$ cat config.mk
export PLATFORM = sky130hd
export DESIGN_NAME = fir_mac_filter
export DESIGN_NICKNAME = d
export VERILOG_FILES = /design/src/rtl/fir_mac_filter.sv
export SDC_FILE = /design/constraint.sdc
export NUM_CORES = 1
export LEC_CHECK = 0
export BUFFER_PORTS_ARGS = -buffer_cell sky130_fd_sc_hd__buf_2
export CAP_MARGIN = 20
export CORE_ASPECT_RATIO = 1.5
export CORE_MARGIN = 2
export CORE_UTILIZATION = 69
export DETAILED_ROUTE_END_ITERATION = 7
export PLACE_DENSITY_LB_ADDON = 0.15
export SLEW_MARGIN = 30
export SYNTH_ARGS = -nofsm -noshare
export SYNTH_HDL_FRONTEND = slang
export SYNTH_SLANG_ARGS = --single-unit
$ cat constraint.sdc
create_clock -name clk -period 22.3 [get_ports clk]
set_input_delay 1.115 -clock clk [delete_from_list [all_inputs] [get_ports clk]]
set_output_delay 1.115 -clock clk [all_outputs]
set_load 0.01 [all_outputs]
$ cat src/rtl/fir_mac_filter.sv
// rtl/fir_mac_filter.sv - 16-tap symmetric FIR filter with a single time-shared MAC
//
// Ports:
//   clk       : system clock, rising-edge active
//   rst       : asynchronous active-high reset
//   din       : 12-bit offset-binary input sample (2048 = zero)
//   in_valid  : din carries a sample this cycle
//   in_ready  : filter can accept a sample this cycle
//   dout      : 28-bit signed full-precision filter output, held between results
//   out_valid : one-cycle pulse marking dout as new
//   overrun   : one-cycle pulse when an offered sample is dropped
module fir_mac_filter (
    input  logic        clk,
    input  logic        rst,
    input  logic [11:0] din,
    input  logic        in_valid,
    output logic        in_ready,
    output logic [27:0] dout,
    output logic        out_valid,
    output logic        overrun
);

    typedef enum logic [1:0] {
        S_IDLE,
        S_MAC,
        S_DONE
    } state_t;

    state_t             r_state;
    state_t             w_state_next;
    logic signed [11:0] r_x [16];
    logic        [2:0]  r_k;
    logic signed [27:0] r_acc;
    logic signed [27:0] r_dout;
    logic               r_run;

    logic               w_accept;
    logic signed [11:0] w_coef;
    logic signed [11:0] w_xa;
    logic signed [11:0] w_xb;
    logic signed [12:0] w_pre;
    logic signed [24:0] w_prod;
    logic signed [27:0] w_acc_next;

    // Only h[0..7] are stored; the symmetric partner of tap k is tap 15-k.
    function automatic logic signed [11:0] coef_lookup(input logic [2:0] k);
        case (k)
            3'd0:    coef_lookup = -12'sd12;
            3'd1:    coef_lookup = -12'sd25;
            3'd2:    coef_lookup = 12'sd0;
            3'd3:    coef_lookup = 12'sd110;
            3'd4:    coef_lookup = 12'sd280;
            3'd5:    coef_lookup = 12'sd470;
            3'd6:    coef_lookup = 12'sd640;
            default: coef_lookup = 12'sd720;
        endcase
    endfunction

    // r_run holds in_ready low while in reset and until the first clock edge after it.
    assign in_ready  = r_run && (r_state == S_IDLE);
    assign w_accept  = in_valid && in_ready;
    assign overrun   = in_valid && !in_ready && !rst;
    assign out_valid = (r_state == S_DONE);
    assign dout      = r_dout;

    // {1, ~k} equals 15-k for k in 0..7.
    assign w_coef     = coef_lookup(r_k);
    assign w_xa       = r_x[{1'b0, r_k}];
    assign w_xb       = r_x[{1'b1, ~r_k}];
    assign w_pre      = {w_xa[11], w_xa} + {w_xb[11], w_xb};
    assign w_prod     = w_pre * w_coef;
    assign w_acc_next = r_acc + {{3{w_prod[24]}}, w_prod};

    always_comb begin
        w_state_next = r_state;
        case (r_state)
            S_IDLE: if (w_accept) w_state_next = S_MAC;
            S_MAC:  if (r_k == 3'd7) w_state_next = S_DONE;
            S_DONE: w_state_next = S_IDLE;
            default: w_state_next = S_IDLE;
        endcase
    end

    always_ff @(posedge clk or posedge rst) begin
        if (rst) begin
            r_state <= S_IDLE;
            r_run   <= 1'b0;
            r_k     <= 3'd0;
            r_acc   <= 28'sd0;
            r_dout  <= 28'sd0;
            for (int i = 0; i < 16; i++) begin
                r_x[i] <= 12'sd0;
            end
        end else begin
            r_state <= w_state_next;
            r_run   <= 1'b1;
            if (w_accept) begin
                // Inverting the MSB turns offset-binary into two's complement.
                r_x[0] <= din ^ 12'h800;
                for (int i = 1; i < 16; i++) begin
                    r_x[i] <= r_x[i-1];
                end
                r_acc <= 28'sd0;
                r_k   <= 3'd0;
            end else if (r_state == S_MAC) begin
                r_acc <= w_acc_next;
                r_k   <= r_k + 3'd1;
                // The final sum is captured as the FSM enters DONE so dout is
                // already new while out_valid is high.
                if (r_k == 3'd7) begin
                    r_dout <= w_acc_next;
                end
            end
        end
    end

endmodule

==> results of run 1 <==
worst reg2reg max path: cells and delay by family (launching register included):
kind	cells	cell delay, ps
buf+inv	3	740
simple gates	4	790
mux	1	650
fa+ha+maj	8	3510
xor+xnor	4	1020
flops	1	620
compound gates	21	4120
cell usage in the layout (no fill, tap or decap), types with 44 or more instances in the layout:
cell type | synthesis | final
ha_1 | 100 | 100
mux4_2 | 48 | 48
buf_2 | 18 | 45
xnor2_1 | 45 | 44
mux2_2 | 193 | 193
fa_1 | 149 | 149
inv_1 | 200 | 199
nand2_1 | 228 | 227
o21ai_0 | 44 | 44
nor2_1 | 99 | 99
a21oi_1 | 51 | 51
dfrtp_1 | 254 | 252
routing by layer:
layer	routed length (um)	track usage (%)
met4	2200	15.0
met3	1490	3.08
met2	22100	55.2
met1	14700	33.8
met5	0	0
flip-flops by register name, indices dropped and copies added, names as in the netlist:
signal and count:
r_x 192, dout 28, r_acc 28, r_k 3, r_state 2, r_run 1
Yosys cell counts (all sizes together), types with 3 or more instances:
master | count | area, um2
dfrtp | 254 | 6360
nand2 | 228 | 856
inv | 200 | 751
mux2 | 193 | 2170
fa | 149 | 2980
ha | 100 | 1250
nor2 | 99 | 372
a21oi | 58 | 324
o21ai | 51 | 270
clkbuf | 48 | 180
mux4 | 48 | 1080
xnor2 | 47 | 427
xor2 | 27 | 236
buf | 26 | 143
o22ai | 26 | 163
a21o | 22 | 165
nand2b | 18 | 113
o21bai | 12 | 93.8
nor2b | 11 | 68.8
and2 | 10 | 62.6
nand3 | 10 | 50.1
and3 | 7 | 43.8
nor3 | 6 | 30.0
a211oi | 5 | 42.5
nand4 | 5 | 31.3
o31ai | 5 | 37.5
a221oi | 4 | 41.3
or2 | 4 | 25.0
a211o | 3 | 26.3
and4 | 3 | 26.3
o211ai | 3 | 37.5
o21a | 3 | 22.5
kinds of logic after synthesis:
logic type	after synthesis	share of synthesized area, %
AOI/OAI and AO/OA	210	7.45
xor gates and xnor gates	74	3.54
adders and majority gates	249	22.6
buffers and inverters	278	5.88
DFF	254	33.9
muxes	242	17.4
other	1	0.0200
and+or+nand+nor	408	9.26
metrics by stage:
step                instance area, um2  util, %  hold WS (ps)
CTS                              20000     74.8           479
global route                     20000     74.9           516
detailed placement               19200     72.0           465
global placement                 19200     72.0           458
floorplan                        18800        -           456
finish                           20000     74.9           475
worst max path at each step:
| stage | startpoint | cells past startpoint | slack (ps) | endpoint |
|---|---|---|---|---|
| global route | r_k[0]$_DFFE_PP0P_ | 43 | 9860 | r_acc[27]$_DFFE_PP0P_ |
| floorplan | r_k[0]$_DFFE_PP0P_ | 43 | 12060 | r_acc[27]$_DFFE_PP0P_ |
| global placement | r_k[0]$_DFFE_PP0P_ | 41 | 11060 | r_acc[27]$_DFFE_PP0P_ |
| CTS | r_k[0]$_DFFE_PP0P_ | 41 | 10720 | r_acc[27]$_DFFE_PP0P_ |
| finish | r_k[0]$_DFFE_PP0P_ | 41 | 10710 | r_acc[27]$_DFFE_PP0P_ |
| detailed placement | r_k[0]$_DFFE_PP0P_ | 41 | 10800 | r_acc[27]$_DFFE_PP0P_ |
layout make-up:
type	count	area [um2]
well taps	337	422
clock inverters	5	35.0
fillers	1855	6690
inverters	202	766
repair buffers	61	357
clock buffers	36	707
flip-flops and latches	254	6360
multi-input cells	1184	11300
==> results.sh, run 1 <==
export IMPL_status="completed"
export IMPL_crit_family="compound AO/OA/AOI/OAI gates"
export IMPL_synthCells=1716
export IMPL_path_common_cell="fa_1"
export IMPL_min_path_type="flop to flop"
export IMPL_holdPathEnd="dout[22]$_DFFE_PP0P_"
export IMPL_vias=12500
export IMPL_synth_nets=1980
export IMPL_ys_types=69
export IMPL_relSlewSlack_pct=32.2
export IMPL_finalNetCount=1992
export IMPL_dpl_cell_count=2038
export IMPL_clock_tree_root_cell="clkbuf_16"
export IMPL_routed_wl_mm=40.6
export IMPL_maxCapViolCount=0
export IMPL_hold_violations=0
export IMPL_die_h_um=206
export IMPL_cts_made_buffers=25
export IMPL_antenna_found_initial=0
export IMPL_grt_pass1_wl_mm=67.0
export IMPL_wl_per_cell_um=19.5
export IMPL_crit_required_ps=22670
export IMPL_synth_warnings=0
export IMPL_worstSetupPathType="flop to flop"
export IMPL_cts_tree="done"
export IMPL_crit_arrival_ps=11970
export IMPL_drt_iter0_drc=790
export IMPL_postCtsHoldBufs=0
export IMPL_async_flop_share_pct=100
export IMPL_rsz0062_at_grt="false"
export IMPL_overflow=0
export IMPL_fin_cells=2079
export IMPL_rrSetupSlack_ps=10710
export IMPL_min_period_ps=11590
export IMPL_postCtsSetupBuffers=0
export IMPL_grt_pass1_vias=13400
export IMPL_endpoint_kind="flop"
export IMPL_r2r_start="r_k[0]$_DFFE_PP0P_"
export IMPL_synthToLayoutAreaGrowth_pct=6.51
export IMPL_portBuffers=45
export IMPL_n_antenna_cell=0
export IMPL_initial_core_util_pct=70.3
export IMPL_synth_ff_latch_count=254
export IMPL_hp_start="dout[22]$_DFFE_PP0P_"
export IMPL_synth_top_flop_cell="dfrtp_1"
export IMPL_cts_buffer_depth=3
export IMPL_grt_max_degree=125
export IMPL_worst_pin_slew_ps=1010
export IMPL_slew_violations=0
export IMPL_finalSetupTns_ps=0
export IMPL_fmax_mhz=86.2
export IMPL_cts_repair_resized=0
export IMPL_h_tree_depth=1
export IMPL_hpwl_mm=29.9
export IMPL_whs_path_depth=2
export IMPL_slowest_delay_ps=720
export IMPL_rr_endpoint="r_acc[27]$_DFFE_PP0P_"
export IMPL_syn_area_mm2=0.0188
export IMPL_setup_ws_ps=10710
export IMPL_critPathLaunchType="flop"
export IMPL_path_clk_slew_ps=60
export IMPL_crit_fanout=40
export IMPL_seq_area_frac_synth_pct=33.9
export IMPL_die_w_um=139
export IMPL_postRouteAntennaNets=0
export IMPL_cpMaxStageDelayCell="fa_1"
export IMPL_drt_pass1_iterations=6
export IMPL_num_rows=73
export IMPL_rr_worst_depth=41
export IMPL_skew_ps=21.5
export IMPL_grt_usage_pct=29.6
export IMPL_place_ws_ps=10800
export IMPL_pin_count=46
export IMPL_layout_drive_gt1_share_pct=21.2
export IMPL_die_area_mm2=0.0285
export IMPL_gp_congestion=0.931
export IMPL_syn_avg_cell_area_um2=10.9
export IMPL_drc=0
export IMPL_clock_latency_ps=540
export IMPL_viasPerCell=6.02
export IMPL_setup_viol=0
export IMPL_synth_edf_count=0
export IMPL_min_period_over_period_pct=52.0
export IMPL_cts_sinks=254
export IMPL_crit_buf_inv=3
export IMPL_coreArea_mm2=0.0267
Power of run 1 is left out: the tool's default activity adds up to more than one toggle a clock period on the data nets, which glitch-free logic cannot reach.
==> run 2: changes to the inputs <==
Settings changed: ABC_AREA set to 1, CORE_UTILIZATION 69 to 58.
Clock period 22.3 ns to 9.5 ns, I/O delays scaled along.
==> run 2 against run 1 <==
The flow now finishes with violations (negative hold slack). Global-route usage fell by 0.34 points. Worst hold slack got worse by 480 ps. Sequential cell count stayed put. Core utilization decreased by 11 points. Synthesized area increased by 3.1%. Critical path depth grew 1. Cell count rose by 38%. Synthesized cell count grew 41%. Critical path type unchanged. Largest cell class unchanged. Highest routed layer unchanged.
==> results.sh, run 2 <==
export IMPL_synth_edf_count=0
export IMPL_grtUsageMet2_pct=54.9
export IMPL_relSlewSlack_pct=39.1
export IMPL_slowest_delay_ps=520
export IMPL_synth_warnings=0
export IMPL_postRouteAntennaNets=0
export IMPL_crit_required_ps=9910
export IMPL_synth_top_area_share_pct=32.9
export IMPL_crit_arrival_ps=9320
export IMPL_cts_buffer_depth=3
export IMPL_overflow=0
export IMPL_busiest_layer="met2"
export IMPL_multiInputGateArea_mm2=0.0112
export IMPL_drt_iter0_drc=995
export IMPL_layout_common_cells="nand2_1 (487), inv_1 (381), dfrtp_1 (252)"
export IMPL_grt_usage_pct=29.2
export IMPL_endpoint_kind="flop"
export IMPL_grt_pass1_vias=16000
export IMPL_cts_sinks=254
export IMPL_hold_violations=1
export IMPL_worstSetupPathType="flop to flop"
export IMPL_met3_usage_pct=2.81
export IMPL_setup_viol=0
export IMPL_gp_congestion=0.937
export IMPL_crit_fanout=22
export IMPL_crit_family="adder cells"
export IMPL_syn_avg_cell_area_um2=8.01
export IMPL_syn_area_mm2=0.0193
export IMPL_status="complete, but fails checks"
export IMPL_drt_pass1_iterations=8
export IMPL_synthTopCellsByCount="nand2_1 (487), inv_1 (383), dfrtp_1 (254), o21ai_0 (243), nor2_1 (218)"
export IMPL_clock_tree_root_cell="clkbuf_16"
export IMPL_crit_buf_inv=6
export IMPL_routed_wl_mm=50.1
export IMPL_slew_violations=0
export IMPL_async_flop_share_pct=100
export IMPL_portBuffers=45
export IMPL_synth_nets=2678
export IMPL_initial_core_util_pct=59.1
export IMPL_fmax_mhz=112
export IMPL_grt_max_degree=175
export IMPL_coreArea_mm2=0.0327
export IMPL_worst_pin_slew_ps=914
export IMPL_cpMaxStageDelayCell="fa_1"
export IMPL_die_h_um=228
export IMPL_wl_per_cell_um=17.5
export IMPL_min_period_ps=8910
export IMPL_drc=0
export IMPL_die_w_um=153
export IMPL_hpwl_mm=38.5
export IMPL_synth_ff_latch_count=254
export IMPL_ys_types=44
export IMPL_seq_area_frac_synth_pct=32.9
export IMPL_grt_pass1_wl_mm=81.4
export IMPL_violations="negative hold slack"
export IMPL_die_area_mm2=0.0349
export IMPL_viasPerCell=5.52
export IMPL_skew_ps=26.6
export IMPL_postCtsHoldBufs=0
export IMPL_cts_tree="done"
export IMPL_synth_most_common_cell="nand2_1"
export IMPL_pin_count=46
export IMPL_finalNetCount=2692
export IMPL_clock_latency_ps=550
export IMPL_rr_worst_depth=42
export IMPL_r2r_start="r_k[0]$_DFFE_PP0P_"
export IMPL_min_period_over_period_pct=93.8
export IMPL_regArea_mm2=0.00636
export IMPL_final_common_cell="nand2_1"
export IMPL_n_antenna_cell=0
export IMPL_hold_worst_slack_ps=-1.20
export IMPL_synth_area_leaders="dfrtp_1 (33%), fa_1 (15%), nand2_1 (9.4%), inv_1 (7.4%), ha_1 (6.5%)"
export IMPL_num_rows=81
export IMPL_synth_top_flop_cell="dfrtp_1"
export IMPL_yosysTopAreaCell="dfrtp_1"
export IMPL_vias=15800
export IMPL_rrSetupSlack_ps=590
export IMPL_met1_usage_pct=33.1
export IMPL_synthToLayoutAreaGrowth_pct=8.58
export IMPL_regMostFlops="r_x"
export IMPL_cts_made_buffers=25
export IMPL_h_tree_depth=1
export IMPL_layout_drive_gt1_share_pct=8.75
export IMPL_path_common_cell="nand2_1"
export IMPL_rr_endpoint="dout[19]$_DFFE_PP0P_"
export IMPL_largest_reg_flops=192
export IMPL_path_clk_slew_ps=60
export IMPL_fillers=2851
export IMPL_critPathLaunchType="flop"
export IMPL_antenna_found_initial=0
export IMPL_maxCapViolCount=0
export IMPL_min_path_type="primary input to asynchronous set/reset pin"
export IMPL_synthCells=2414
-- run 2: worst max-delay path by stage --
stage	slack, ps	startpoint	endpoint	cells past startpoint
6_report	590	r_k[0]$_DFFE_PP0P_	dout[19]$_DFFE_PP0P_	42
2_1_floorplan	1310	r_k[0]$_DFFE_PP0P_	r_acc[27]$_DFFE_PP0P_	48
5_1_grt	-20	r_k[0]$_DFFE_PP0P_	dout[27]$_DFFE_PP0P_	50
3_3_place_gp	450	r_k[0]$_DFFE_PP0P_	dout[19]$_DFFE_PP0P_	41
3_5_place_dp	370	r_k[0]$_DFFE_PP0P_	dout[19]$_DFFE_PP0P_	41
4_1_cts	330	r_k[0]$_DFFE_PP0P_	dout[19]$_DFFE_PP0P_	41
-- run 2: layer usage --
layer / vias to the layer above / share of wire, %
met2: 359 / 53
met5: - / 0
met1: 7639 / 38
met3: 133 / 3.3
li1: 7676 / -
met4: 0 / 5.3
-- run 2: final cells by class --
class                           instances  area share [%]
Multi-Input combinational cell       1673            53.2
Inverter                              395            7.12
Tap cell                              415            2.47
Clock inverter                          7           0.679
Clock buffer                           38            3.45
Timing Repair Buffer                   79            2.78
Sequential cell                       254            30.3
-- run 2: per-stage QoR --
stage | instance area [um2] | instances | setup WS [ps] | setup TNS, ps | utilization, %
global route | 21000 | 2861 | -18.7 | -18.7 | 64.2
finish | 21000 | 2861 | 591 | 0 | 64.2
global placement | 20000 | 2814 | 448 | 0 | 61.2
CTS | 20900 | 2859 | 333 | 0 | 63.9
detailed placement | 20000 | 2814 | 370 | 0 | 61.2
floorplan | 19300 | 2414 | 1310 | 0 | -
-- run 2: worst register-to-register path, delay by kind of cell (launching register included) --
kind / cells / cell delay [ps]
buffers and inverters: 6 / 610
flip-flops: 1 / 490
adder cells (fa/ha/maj): 9 / 3970
AND/OR/NAND/NOR: 17 / 2250
AO/OA/AOI/OAI: 9 / 1180
XOR/XNOR: 1 / 250
-- run 2: kinds of logic (layout without fill, tap and decap cells) --
group | after synthesis | in the layout | synth area share, %
compound gates | 503 | 503 | 13.8
xor+xnor | 39 | 39 | 1.77
fa+ha+maj | 249 | 249 | 21.9
buf+inv | 487 | 519 | 9.69
flops | 254 | 254 | 32.9
mux | 36 | 36 | 2.10
other cells | 1 | 1 | 0.0194
simple gates | 845 | 845 | 17.9
-- run 2: what timing repair did --
| action | CTS | global route |
|---|---|---|
| resized for setup | 0 | 19 |
| endpoints found under the setup margin | 0 | 25 |
| setup buffers | 0 | 1 |
Power of run 2 is left out for the same reason.
==> run 3: changes to the inputs <==
--- a/config.mk
+++ b/config.mk
@@ -11,3 +11,2 @@
 export CORE_ASPECT_RATIO = 1.5
-export CORE_MARGIN = 2
 export CORE_UTILIZATION = 58
==> constraint.sdc (replaced) <==
create_clock -name clk -period 9.5 [get_ports clk]
set_input_delay 0.95 -clock clk [delete_from_list [all_inputs] [get_ports clk]]
set_output_delay 0.95 -clock clk [all_outputs]
set_load 0.01 [all_outputs]
==> run 3 against run 2 <==
Sequential share of layout area decreased by 0.16 points. Cell count increased by 0.17%. Largest cell class unchanged. Core utilization up 0.34 points. The flow now finishes without violations. Critical endpoint unchanged.
==> results.sh, run 3 (synthesized netlist as in run 2, its figures left out) <==
export IMPL_rr_endpoint="dout[19]$_DFFE_PP0P_"
export IMPL_worstSetupPathType="flop to flop"
export IMPL_synthToLayoutAreaGrowth_pct=9.15
export IMPL_crit_arrival_ps=9350
export IMPL_gp_congestion=0.983
export IMPL_fmax_mhz=112
export IMPL_hpwl_mm=37.8
export IMPL_finalNetCount=2697
export IMPL_hold_worst_slack_ps=468
export IMPL_die_h_um=226
export IMPL_grt_pass1_wl_mm=81.2
export IMPL_relSlewSlack_pct=36.6
export IMPL_hold_violations=0
export IMPL_n_antenna_cell=0
export IMPL_worst_pin_slew_ps=950
export IMPL_clock_tree_root_cell="clkbuf_16"
export IMPL_grt_usage_pct=30.7
export IMPL_largest_reg_flops=192
export IMPL_postCtsHoldBufs=0
export IMPL_rrSetupSlack_ps=580
export IMPL_slew_violations=0
export IMPL_vias=15900
export IMPL_path_common_cell="nand2_1"
export IMPL_path_clk_slew_ps=70
export IMPL_die_w_um=151
export IMPL_initial_core_util_pct=59.1
export IMPL_critPathLaunchType="flop"
export IMPL_r2r_start="r_k[0]$_DFFE_PP0P_"
export IMPL_layout_drive_gt1_share_pct=9.71
export IMPL_clock_latency_ps=550
export IMPL_pin_count=46
export IMPL_min_period_over_period_pct=93.9
export IMPL_drc=0
export IMPL_rr_worst_depth=41
export IMPL_endpoint_kind="flop"
export IMPL_min_path_type="primary input to asynchronous set/reset pin"
export IMPL_cpMaxStageDelayCell="fa_1"
export IMPL_num_rows=81
export IMPL_drt_pass1_iterations=6
export IMPL_routed_wl_mm=50.6
export IMPL_coreArea_mm2=0.0327
export IMPL_die_area_mm2=0.0341
export IMPL_drt_iter0_drc=1023
export IMPL_wl_per_cell_um=17.6
export IMPL_portBuffers=45
export IMPL_regMostFlops="r_x"
export IMPL_cts_sinks=254
export IMPL_grt_max_degree=222
export IMPL_setup_viol=0
export IMPL_viasPerCell=5.56
export IMPL_status="completed"
export IMPL_skew_ps=20.8
export IMPL_postRouteAntennaNets=0
export IMPL_final_common_cell="nand2_1"
export IMPL_maxCapViolCount=0
export IMPL_layout_common_cells="nand2_1 (484), inv_1 (377), dfrtp_1 (252)"
export IMPL_cts_buffer_depth=3
export IMPL_slowest_delay_ps=550
export IMPL_crit_required_ps=9930
export IMPL_overflow=0
export IMPL_cts_tree="done"
export IMPL_h_tree_depth=1
export IMPL_cts_made_buffers=25
export IMPL_antenna_found_initial=0
export IMPL_grt_pass1_vias=16100
export IMPL_crit_fanout=52
export IMPL_min_period_ps=8920
## run 3: cell types whose count changed in the layout (fill, tap and decap cells not counted), moves of 4 or more
cell | before | now
a31oi_1 | 24 | 19
a31oi_2 | 0 | 5
buf_4 | 25 | 29
clkbuf_1 | 8 | 4
inv_1 | 381 | 377
inv_2 | 7 | 11
nor3_1 | 9 | 5
nor3_2 | 0 | 4
## run 3: cell type report
| type | count | area, um2 |
|---|---|---|
| multi-input cells | 1673 | 11200 |
| inverters | 395 | 1500 |
| flip-flops and latches | 254 | 6360 |
| clock inverters | 9 | 96.3 |
| repair buffers | 84 | 658 |
| well taps | 415 | 519 |
| clock buffers | 36 | 737 |
| fillers | 2869 | 11600 |
## run 3: stage by stage
stage	instance area [um2]	std cells	setup TNS [ps]	util [%]	worst slack, ps
finish	21100	2866	0	64.5	575
global route	21100	2866	-16.9	64.5	-7.87
CTS	20800	2855	0	63.7	134
detailed placement	20000	2810	0	61.1	134
global placement	20000	2810	0	61.1	259
floorplan	19300	2414	0	-	1310
## run 3: worst max-delay path: cells and delay by family, from the launching register on
| family | cells | cell delay (ps) |
|---|---|---|
| fa+ha+maj | 9 | 4010 |
| xor+xnor | 1 | 270 |
| simple gates | 16 | 2110 |
| buf+inv | 6 | 660 |
| compound gates | 9 | 1210 |
| flops | 1 | 520 |
## run 3: what timing repair did
item | in CTS | in global routing
setup buffers | 0 | 10
resized for setup | 0 | 44
endpoints found under the setup margin | 0 | 26
## run 3: layer usage
metal / up-vias / track usage, % / wire (um)
met1: 7695 / 34.7 / 19100
li1: 7679 / - / -
met4: 0 / 17.0 / 3250
met5: - / 0 / 0
met3: 157 / 2.93 / 1700
met2: 411 / 55.9 / 26500
## run 3: how the worst max path moves through the flow
stage	start	endpoint	slack (ps)	depth (start not counted)
5_1_grt	r_k[0]$_DFFE_PP0P_	r_acc[25]$_DFFE_PP0P_	-8	45
2_1_floorplan	r_k[0]$_DFFE_PP0P_	r_acc[27]$_DFFE_PP0P_	1310	48
3_3_place_gp	r_k[1]$_DFFE_PP0P_	dout[16]$_DFFE_PP0P_	260	44
3_5_place_dp	r_k[1]$_DFFE_PP0P_	dout[16]$_DFFE_PP0P_	130	44
6_report	r_k[0]$_DFFE_PP0P_	dout[19]$_DFFE_PP0P_	580	41
4_1_cts	r_k[1]$_DFFE_PP0P_	dout[16]$_DFFE_PP0P_	130	44
Power of run 3 is left out for the same reason.
